$ cat config.mk
export PLATFORM = sky130hd
export DESIGN_NAME = nand2_bist
export DESIGN_NICKNAME = d
export VERILOG_FILES = /design/src/rtl/nand2_bist_pkg.sv /design/src/rtl/nand2_bist_checker.sv /design/src/rtl/nand2_bist.sv
export SDC_FILE = /design/constraint.sdc
export NUM_CORES = 1
export LEC_CHECK = 0
export ABC_AREA = 1
export CORE_UTILIZATION = 55
export CTS_CLUSTER_DIAMETER = 50
export DETAILED_ROUTE_END_ITERATION = 16
export DONT_BUFFER_PORTS = 1
export PLACE_DENSITY = 0.82
export SETUP_SLACK_MARGIN = 0.02
export SYNTH_ARGS = -nofsm -noshare
export SYNTH_HDL_FRONTEND = slang
export SYNTH_SLANG_ARGS = --single-unit
$ cat constraint.sdc
create_clock -name CLK -period 0.97 [get_ports CLK]
set_clock_uncertainty 0.15 [all_clocks]
set_input_delay 0.0485 -clock CLK [delete_from_list [all_inputs] [get_ports CLK]]
set_output_delay 0.0485 -clock CLK [all_outputs]
set_load 0.005 [all_outputs]
$ cat src/rtl/nand2_bist_pkg.sv
// Shared definitions for the 2-input cell BIST sequencer: state encoding,
// vector geometry and the golden response of the cell under test.
package nand2_bist_pkg;

  localparam int VEC_W    = 2;
  localparam int SETTLE_W = 4;
  localparam int PASS_W   = 8;

  typedef enum logic [1:0] {
    ST_IDLE = 2'd0,
    ST_HOLD = 2'd1,
    ST_DONE = 2'd2
  } state_t;

  localparam logic [VEC_W-1:0] VEC_FIRST = '0;
  localparam logic [VEC_W-1:0] VEC_LAST  = '1;
  localparam logic [VEC_W-1:0] VEC_QUIET = '1;

  // Swap this body for nor2/and2 variants; the sequencer stays unchanged.
  function automatic logic golden_zn(input logic [VEC_W-1:0] vec);
    return ~(vec[1] & vec[0]);
  endfunction

endpackage

$ cat src/rtl/nand2_bist_checker.sv
// Compares the sampled cell output against the golden response and keeps
// the saturating mismatch count plus the first failing vector.
module nand2_bist_checker
  import nand2_bist_pkg::*;
#(
  parameter int ERR_W = 8
) (
  input  logic             CLK,
  input  logic             RST,
  input  logic             clr,
  input  logic             sample,
  input  logic [VEC_W-1:0] vec,
  input  logic             zn,
  output logic [ERR_W-1:0] err_cnt,
  output logic [VEC_W-1:0] first_fail
);

  localparam logic [ERR_W-1:0] ERR_MAX = '1;

  logic mismatch;

  assign mismatch = sample && (zn != golden_zn(vec));

  // A zero count marks the first mismatch; saturation never returns to zero.
  always_ff @(posedge CLK or posedge RST) begin
    if (RST) begin
      err_cnt    <= '0;
      first_fail <= '0;
    end else if (clr) begin
      err_cnt    <= '0;
      first_fail <= '0;
    end else if (mismatch) begin
      if (err_cnt != ERR_MAX) begin
        err_cnt <= err_cnt + ERR_W'(1);
      end
      if (err_cnt == '0) begin
        first_fail <= vec;
      end
    end
  end

endmodule

$ cat src/rtl/nand2_bist.sv
// Exhaustive-vector BIST sequencer for the NAND2 cell on the test chip.
//
// state | meaning
// IDLE  | quiescent, A1=A2=1, waiting for START
// HOLD  | driving a vector and counting down its settle time
// DONE  | run complete, results held for the register bank
module nand2_bist
  import nand2_bist_pkg::*;
#(
  parameter int NUM_PASSES = 4,
  parameter int SETTLE     = 1,
  parameter int ERR_W      = 8
) (
  input  logic             CLK,
  input  logic             RST,
  input  logic             START,
  input  logic             ABORT,
  input  logic             ZN,
  output logic             A1,
  output logic             A2,
  output logic             BUSY,
  output logic             DONE,
  output logic             PASS,
  output logic [ERR_W-1:0] ERR_CNT,
  output logic [1:0]       FIRST_FAIL
);

  localparam logic [SETTLE_W-1:0] SETTLE_LD = SETTLE_W'(SETTLE);
  localparam logic [PASS_W-1:0]   PASS_LD   = PASS_W'(NUM_PASSES - 1);

  logic                rst_sync;
  state_t              state_q, state_d;
  logic [SETTLE_W-1:0] settle_q, settle_d;
  logic [PASS_W-1:0]   pass_q, pass_d;
  logic [VEC_W-1:0]    vec_q, vec_d;
  logic [VEC_W-1:0]    drv_q, drv_d;
  logic                sample;
  logic                run_start;

  // Reset asserts immediately but releases on a clock edge, so a START
  // coinciding with the release edge is not accepted.
  always_ff @(posedge CLK or posedge RST) begin
    if (RST) begin
      rst_sync <= 1'b1;
    end else begin
      rst_sync <= 1'b0;
    end
  end

  always_ff @(posedge CLK or posedge rst_sync) begin
    if (rst_sync) begin
      state_q  <= ST_IDLE;
      settle_q <= '0;
      pass_q   <= '0;
      vec_q    <= '0;
      drv_q    <= VEC_QUIET;
    end else begin
      state_q  <= state_d;
      settle_q <= settle_d;
      pass_q   <= pass_d;
      vec_q    <= vec_d;
      drv_q    <= drv_d;
    end
  end

  always_comb begin
    state_d   = state_q;
    settle_d  = settle_q;
    pass_d    = pass_q;
    vec_d     = vec_q;
    drv_d     = drv_q;
    sample    = 1'b0;
    run_start = 1'b0;

    if (ABORT) begin
      state_d  = ST_IDLE;
      settle_d = '0;
      pass_d   = '0;
      vec_d    = '0;
      drv_d    = VEC_QUIET;
    end else begin
      case (state_q)
        ST_IDLE, ST_DONE: begin
          if (START) begin
            run_start = 1'b1;
            state_d   = ST_HOLD;
            settle_d  = SETTLE_LD;
            pass_d    = PASS_LD;
            vec_d     = VEC_FIRST;
            drv_d     = VEC_FIRST;
          end
        end
        ST_HOLD: begin
          if (settle_q != '0) begin
            settle_d = settle_q - SETTLE_W'(1);
          end else begin
            // Terminal count: sample this vector and move on in the same edge.
            sample   = 1'b1;
            settle_d = SETTLE_LD;
            if (vec_q == VEC_LAST) begin
              vec_d = VEC_FIRST;
              if (pass_q == '0) begin
                state_d = ST_DONE;
                drv_d   = VEC_QUIET;
              end else begin
                pass_d = pass_q - PASS_W'(1);
                drv_d  = VEC_FIRST;
              end
            end else begin
              vec_d = vec_q + VEC_W'(1);
              drv_d = vec_q + VEC_W'(1);
            end
          end
        end
        default: begin
          state_d = ST_IDLE;
          drv_d   = VEC_QUIET;
        end
      endcase
    end
  end

  nand2_bist_checker #(
    .ERR_W(ERR_W)
  ) u_checker (
    .CLK       (CLK),
    .RST       (rst_sync),
    .clr       (run_start),
    .sample    (sample),
    .vec       (drv_q),
    .zn        (ZN),
    .err_cnt   (ERR_CNT),
    .first_fail(FIRST_FAIL)
  );

  assign A1   = drv_q[1];
  assign A2   = drv_q[0];
  assign BUSY = (state_q == ST_HOLD);
  assign DONE = (state_q == ST_DONE);
  assign PASS = DONE && (ERR_CNT == '0);

endmodule

==> out/results.tsv, run 1 <==
stage	metric	value	unit
logic_synthesis	ys flop type	dfrtp_1	
logic_synthesis	top cell type's share of synthesized area	0.3525	
global_routing	antenna violations before repair	0	
outcome	Error	[ERROR DPL-0033] detailed placement checks failed during check placement.	
clocking	Clock Sinks	29	
logic_synthesis	cell accounting for the most synthesized area	dfrtp_1	
die	I/O Pins	20	
place	Cell Area, Placed	2323	um^2
outcome	Failed at	5_1_grt	
logic_synthesis	EDFF count, synth	0	
logic_synthesis	flops & latches, synth	29	
logic_synthesis	synthesized instance count	251	
place	Setup WS pre-CTS	-0.6500	ns
logic_synthesis	Synth area leaders	dfrtp_1 35%, nand2_1 15%, inv_1 6.7%, nor2_1 5.7%, o21ai_0 4.9%	
clocking	Clock Tree Root	clkbuf_4	
clocking	largest buffer count on any clock path	2	
die	Die Wd	59.93	um
logic_synthesis	syn_area_per_cell	7.353	um^2
global_routing	largest net degree at the start of global routing	29	
die	Chip Height	59.93	um
logic_synthesis	Async SR Flop Fraction	1.000	
place	DPL Wire Length	3394	um
die	row cnt	20	
outcome	status	stopped before the end	
place	port bufs	0	
timing	GRT worst endpoint	PASS	
clocking	total clock buffers created by CTS	5	
place	RD Place Congestion	0.8482	
logic_synthesis	Cell Area, Synth	1846	um^2
clocking	CTS H-tree depth	2	
die	Initial Utilization	0.5900	
logic_synthesis	YS warnings	0	
logic_synthesis	Seq/Total Area, Yosys	0.3953	
logic_synthesis	Cell variety after synth	27	
logic_synthesis	Mapped Nets	263	
timing	WEP type	primary output	
logic make-up after synthesis:
group / share of synthesized area
simple gates: 0.3695
buf+inv: 0.09016
flops: 0.3953
compound gates: 0.07187
fa+ha+maj: 0.04746
xor+xnor: 0.02373
other cells: 0.002032
synthesized netlist by cell type (all sizes together) (2+ instances only):
| cell type | count |
|---|---|
| a21oi | 3 |
| nand2 | 76 |
| o21ai | 20 |
| nor2 | 33 |
| inv | 36 |
| nand3 | 18 |
| nand4 | 9 |
| xor2 | 5 |
| nand3b | 2 |
| dfstp | 3 |
| buf | 3 |
| dfrtp | 26 |
| nor3 | 6 |
| ha | 7 |
metrics by stage:
step                  util  cells
floorplan                -    251
global placement    0.7428    342
detailed placement  0.7428    342
CTS                 0.8672    368
repair_timing:
item	4_1_cts
hold buffers	3
gates resized for setup	59
hold endpoints to repair	25
gates cloned	2
buffers inserted	13
endpoints found under the setup margin	42
pin swaps	25
==> run 2, diff against run 1 <==
--- a/config.mk
+++ b/config.mk
@@ -6,12 +6,10 @@
 export NUM_CORES = 1
 export LEC_CHECK = 0
 export ABC_AREA = 1
-export CORE_UTILIZATION = 55
-export CTS_CLUSTER_DIAMETER = 50
+export CORE_UTILIZATION = 40
 export DETAILED_ROUTE_END_ITERATION = 16
 export DONT_BUFFER_PORTS = 1
-export PLACE_DENSITY = 0.82
-export SETUP_SLACK_MARGIN = 0.02
+export PLACE_DENSITY_LB_ADDON = 0.15
 export SYNTH_ARGS = -nofsm -noshare
 export SYNTH_HDL_FRONTEND = slang
 export SYNTH_SLANG_ARGS = --single-unit
==> constraint.sdc (replaced) <==
create_clock -name CLK -period 1.25 [get_ports CLK]
set_clock_uncertainty 0.15 [all_clocks]
set_input_delay 0.0625 -clock CLK [delete_from_list [all_inputs] [get_ports CLK]]
set_output_delay 0.0625 -clock CLK [all_outputs]
set_load 0.005 [all_outputs]
==> run 2 against run 1 <==
- the flow now finishes, with violations (negative setup slack)
- area after synthesis is the same
- synthesized cell count stayed put
==> out/results.tsv, run 2 <==
stage	metric	value	unit
worst_setup_path	Startpoint Class	flop	
worst_setup_path	crit-path cells	ha_2 -> nand2_2 -> nor2_2 -> nand4_1 -> nand3_4 -> buf_12 -> nand2_2 -> nand2_1 -> nor2_1	
die	Die ar.	4890	um^2
route	router iterations before antenna repair	5	
layout	Final Core Density	0.6153	
clocking	total clock buffers created by CTS	5	
hold_path	worst hold path endpoint	u_checker.err_cnt[7]	
logic_synthesis	YS warnings	0	
clocking	CTS tree	yes	
global_routing	antenna violations before repair	0	
logic_synthesis	Cell Area, Synth	1846	um^2
global_routing	first-pass GRT wire length	7527	um
layout	Fillers	383	
pwr	pwr/cell area	2433	nW/um^2
route	post-detailed-route count of antenna-violating nets	0	
layout	commonest non-fill, non-tap cell in the layout	nand2_1	
timing	setup ws final	-0.3123	ns
layout	layout cells sized above 1	0.4313	
worst_setup_path	Max FO, Critical Path	5	
route	max layer used	met4	
route	DR WL/cell	12.02	um
hold_path	depth of the worst hold-timing path	4	
route	met3 WL post-DR	175	um
worst_setup_path	worst endpoint required time	1.28	ns
hold_path	hold path start	ZN	
hold_path	worst min path class	primary input to flop	
place	DPL Wire Length	3066	um
die	core area	4384	um^2
route	Vias	1795	
clocking	Clock Sinks	29	
logic_synthesis	syn_area_per_cell	7.353	um^2
worst_setup_path	Buf/Inv on CP	1	
route	Metal-1 WL	2048	um
global_routing	GRT Overall Usage	0.1986	
logic_synthesis	count leader, synth	nand2_1	
logic_synthesis	synthesized instance count	251	
worst_setup_path	Arr. time, crit path	1.59	ns
place	port bufs	0	
worst_setup_path	r2r startpoint	u_checker.err_cnt[1]	
outcome	status	finished, violations left	
worst_setup_path	Worst R2R End	u_checker.err_cnt[1]	
worst_setup_path	cell mode on critical path	nand2_2	
timing	Max Slew Vio Count	0	
logic_synthesis	Synth area leaders	dfrtp_1 35%, nand2_1 15%, inv_1 6.7%, nor2_1 5.7%, o21ai_0 4.9%	
route	Residual DRC	0	
layout	most frequent cells in the layout	55 x nand2_1, 53 x buf_4, 25 x dfrtp_1	
global_routing	gr ovfl total	0	
logic_synthesis	ys flop type	dfrtp_1	
route	vias per cell	4.825	
logic_synthesis	cell accounting for the most synthesized area	dfrtp_1	
logic_synthesis	synth cell count leaders	73 x nand2_1, 33 x inv_1, 28 x nor2_1	
layout	Top Registers	pass_q (8), u_checker.err_cnt (8), settle_q (4)	
timing	period utilization	1.250	
logic_synthesis	Async SR Flop Fraction	1.000	
clocking	Reg clk slew, reported paths	0.06	ns
outcome	failing checks	negative setup slack	
die	row cnt	24	
clocking	Clock Tree Root	clkbuf_8	
place	Setup WS pre-CTS	-0.2978	ns
pwr	Max rail drop VDD	1173	uV
worst_setup_path	Setup crit end kind	flop	
logic_synthesis	top cell type's share of synthesized area	0.3525	
die	Die Wd	69.93	um
logic_synthesis	Seq/Total Area, Yosys	0.3953	
clocking	CTS H-tree depth	2	
pwr	post-layout power	6.562	mW
worst_setup_path	Top Family by Delay on Critical Path	simple AND/OR/NAND/NOR gates	
worst_setup_path	crit path kind	flop to flop	
worst_setup_path	slowest CP cell	dfrtp_1	
route	Post-Route WL	4471	um
global_routing	vias in the first global route	1712	
timing	setup violators final	30	
route	DRT iter0 DRCs	94	
die	I/O Pins	20	
timing	RSZ-0062 raised after global routing	yes	
flow_run	Max Cap Violations	0	
timing	Final Hold Vio Count	0	
route	met2 wire len	2177	um
worst_setup_path	FF-to-FF setup slack	-0.31	ns
layout	final net count	331	
worst_setup_path	Crit path largest cell delay	0.35	ns
logic_synthesis	EDFF count, synth	0	
pwr	Pleak	1.367	nW
layout	Area Overhead vs Synth	46.17	%
worst_setup_path	cell depth of the worst flop-to-flop path	9	
layout	Antenna Cells	0	
logic_synthesis	Cell variety after synth	27	
clocking	worst skew pair latency	0.28	ns
logic_synthesis	Mapped Nets	263	
logic_synthesis	flops & latches, synth	29	
die	Initial Utilization	0.4209	
place	RD Place Congestion	0.7713	
global_routing	largest net degree at the start of global routing	29	
clocking	largest buffer count on any clock path	2	
timing	fmax	0.6401	GHz
die	Chip Height	69.93	um
timing	Min Clock Period, post-route	1.562	ns
run 2: per-layer routing:
| layer | track usage | vias to the layer above |
|---|---|---|
| li1 | - | 937 |
| met1 | 0.2447 | 828 |
| met2 | 0.3291 | 25 |
| met3 | 0.05339 | 5 |
| met4 | 0.08000 | 0 |
| met5 | 0 | - |
run 2: logic make-up (layout without fill, tap and decap cells):
family,Yosys count,in the layout,share of synthesized area
AO/OA/AOI/OAI,24,24,0.07187
XOR/XNOR,5,5,0.02373
adder cells (fa/ha/maj),7,7,0.04746
buffers and inverters,39,107,0.09016
flip-flops,29,29,0.3953
other,1,1,0.002032
AND/OR/NAND/NOR,146,147,0.3695
run 2: timing repair:
action,4_1_cts,5_1_grt
setup buffers,6,8
gates resized for setup,36,32
hold endpoints to repair,7,0
gates cloned,1,0
hold buffers,2,0
pin swaps,12,21
endpoints found under the setup margin,31,31
run 2: metrics by stage:
step,area [um^2],std cells,setup TNS (ns),hold WS [ns]
after global placement,2310,348,-5.553,-0.1960
final,2698,372,-7.250,0.003917
after global routing,2698,372,-9.939,0.02575
after detailed placement,2310,348,-6.132,-0.1930
after floorplan,1903,251,-4.065,-0.1978
after CTS,2551,364,-6.266,0.004019
run 2: tightest hold or removal path, stage by stage:
cell and delay (ns):
xor2_2 0.07, nand3_4 0.12, nand3_1 0.08, nand2_1 0.07
run 2: final cells by class:
class | instances | area (um^2) | share of cell area
well taps | 52 | 65.06 | 0.02412
inverters | 36 | 140.1 | 0.05195
repair buffers | 63 | 536.8 | 0.1990
multi-input cells | 184 | 1135 | 0.4207
clock buffers | 8 | 90.09 | 0.03340
flip-flops and latches | 29 | 730.7 | 0.2709
run 2: worst max-delay path by stage:
stage                    startpoint                 endpoint  depth (start not counted)
3_5_place_dp   u_checker.err_cnt[1]     u_checker.err_cnt[6]                          8
3_3_place_gp            settle_q[0]  u_checker.first_fail[0]                          9
4_1_cts        u_checker.err_cnt[0]                     PASS                          5
2_1_floorplan  u_checker.err_cnt[0]     u_checker.err_cnt[6]                          8
5_1_grt        u_checker.err_cnt[1]     u_checker.err_cnt[0]                          8
6_report       u_checker.err_cnt[1]     u_checker.err_cnt[1]                          9
run 2: report_power, final:
| part | total [mW] | internal [mW] | switching, mW |
|---|---|---|---|
| registers | 1.58 | 1.31 | 0.266 |
| clock network | 0.806 | 0.448 | 0.357 |
| logic | 4.18 | 1.93 | 2.25 |
| total | 6.56 | 3.69 | 2.87 |
Power figures use the tool's default switching activity.
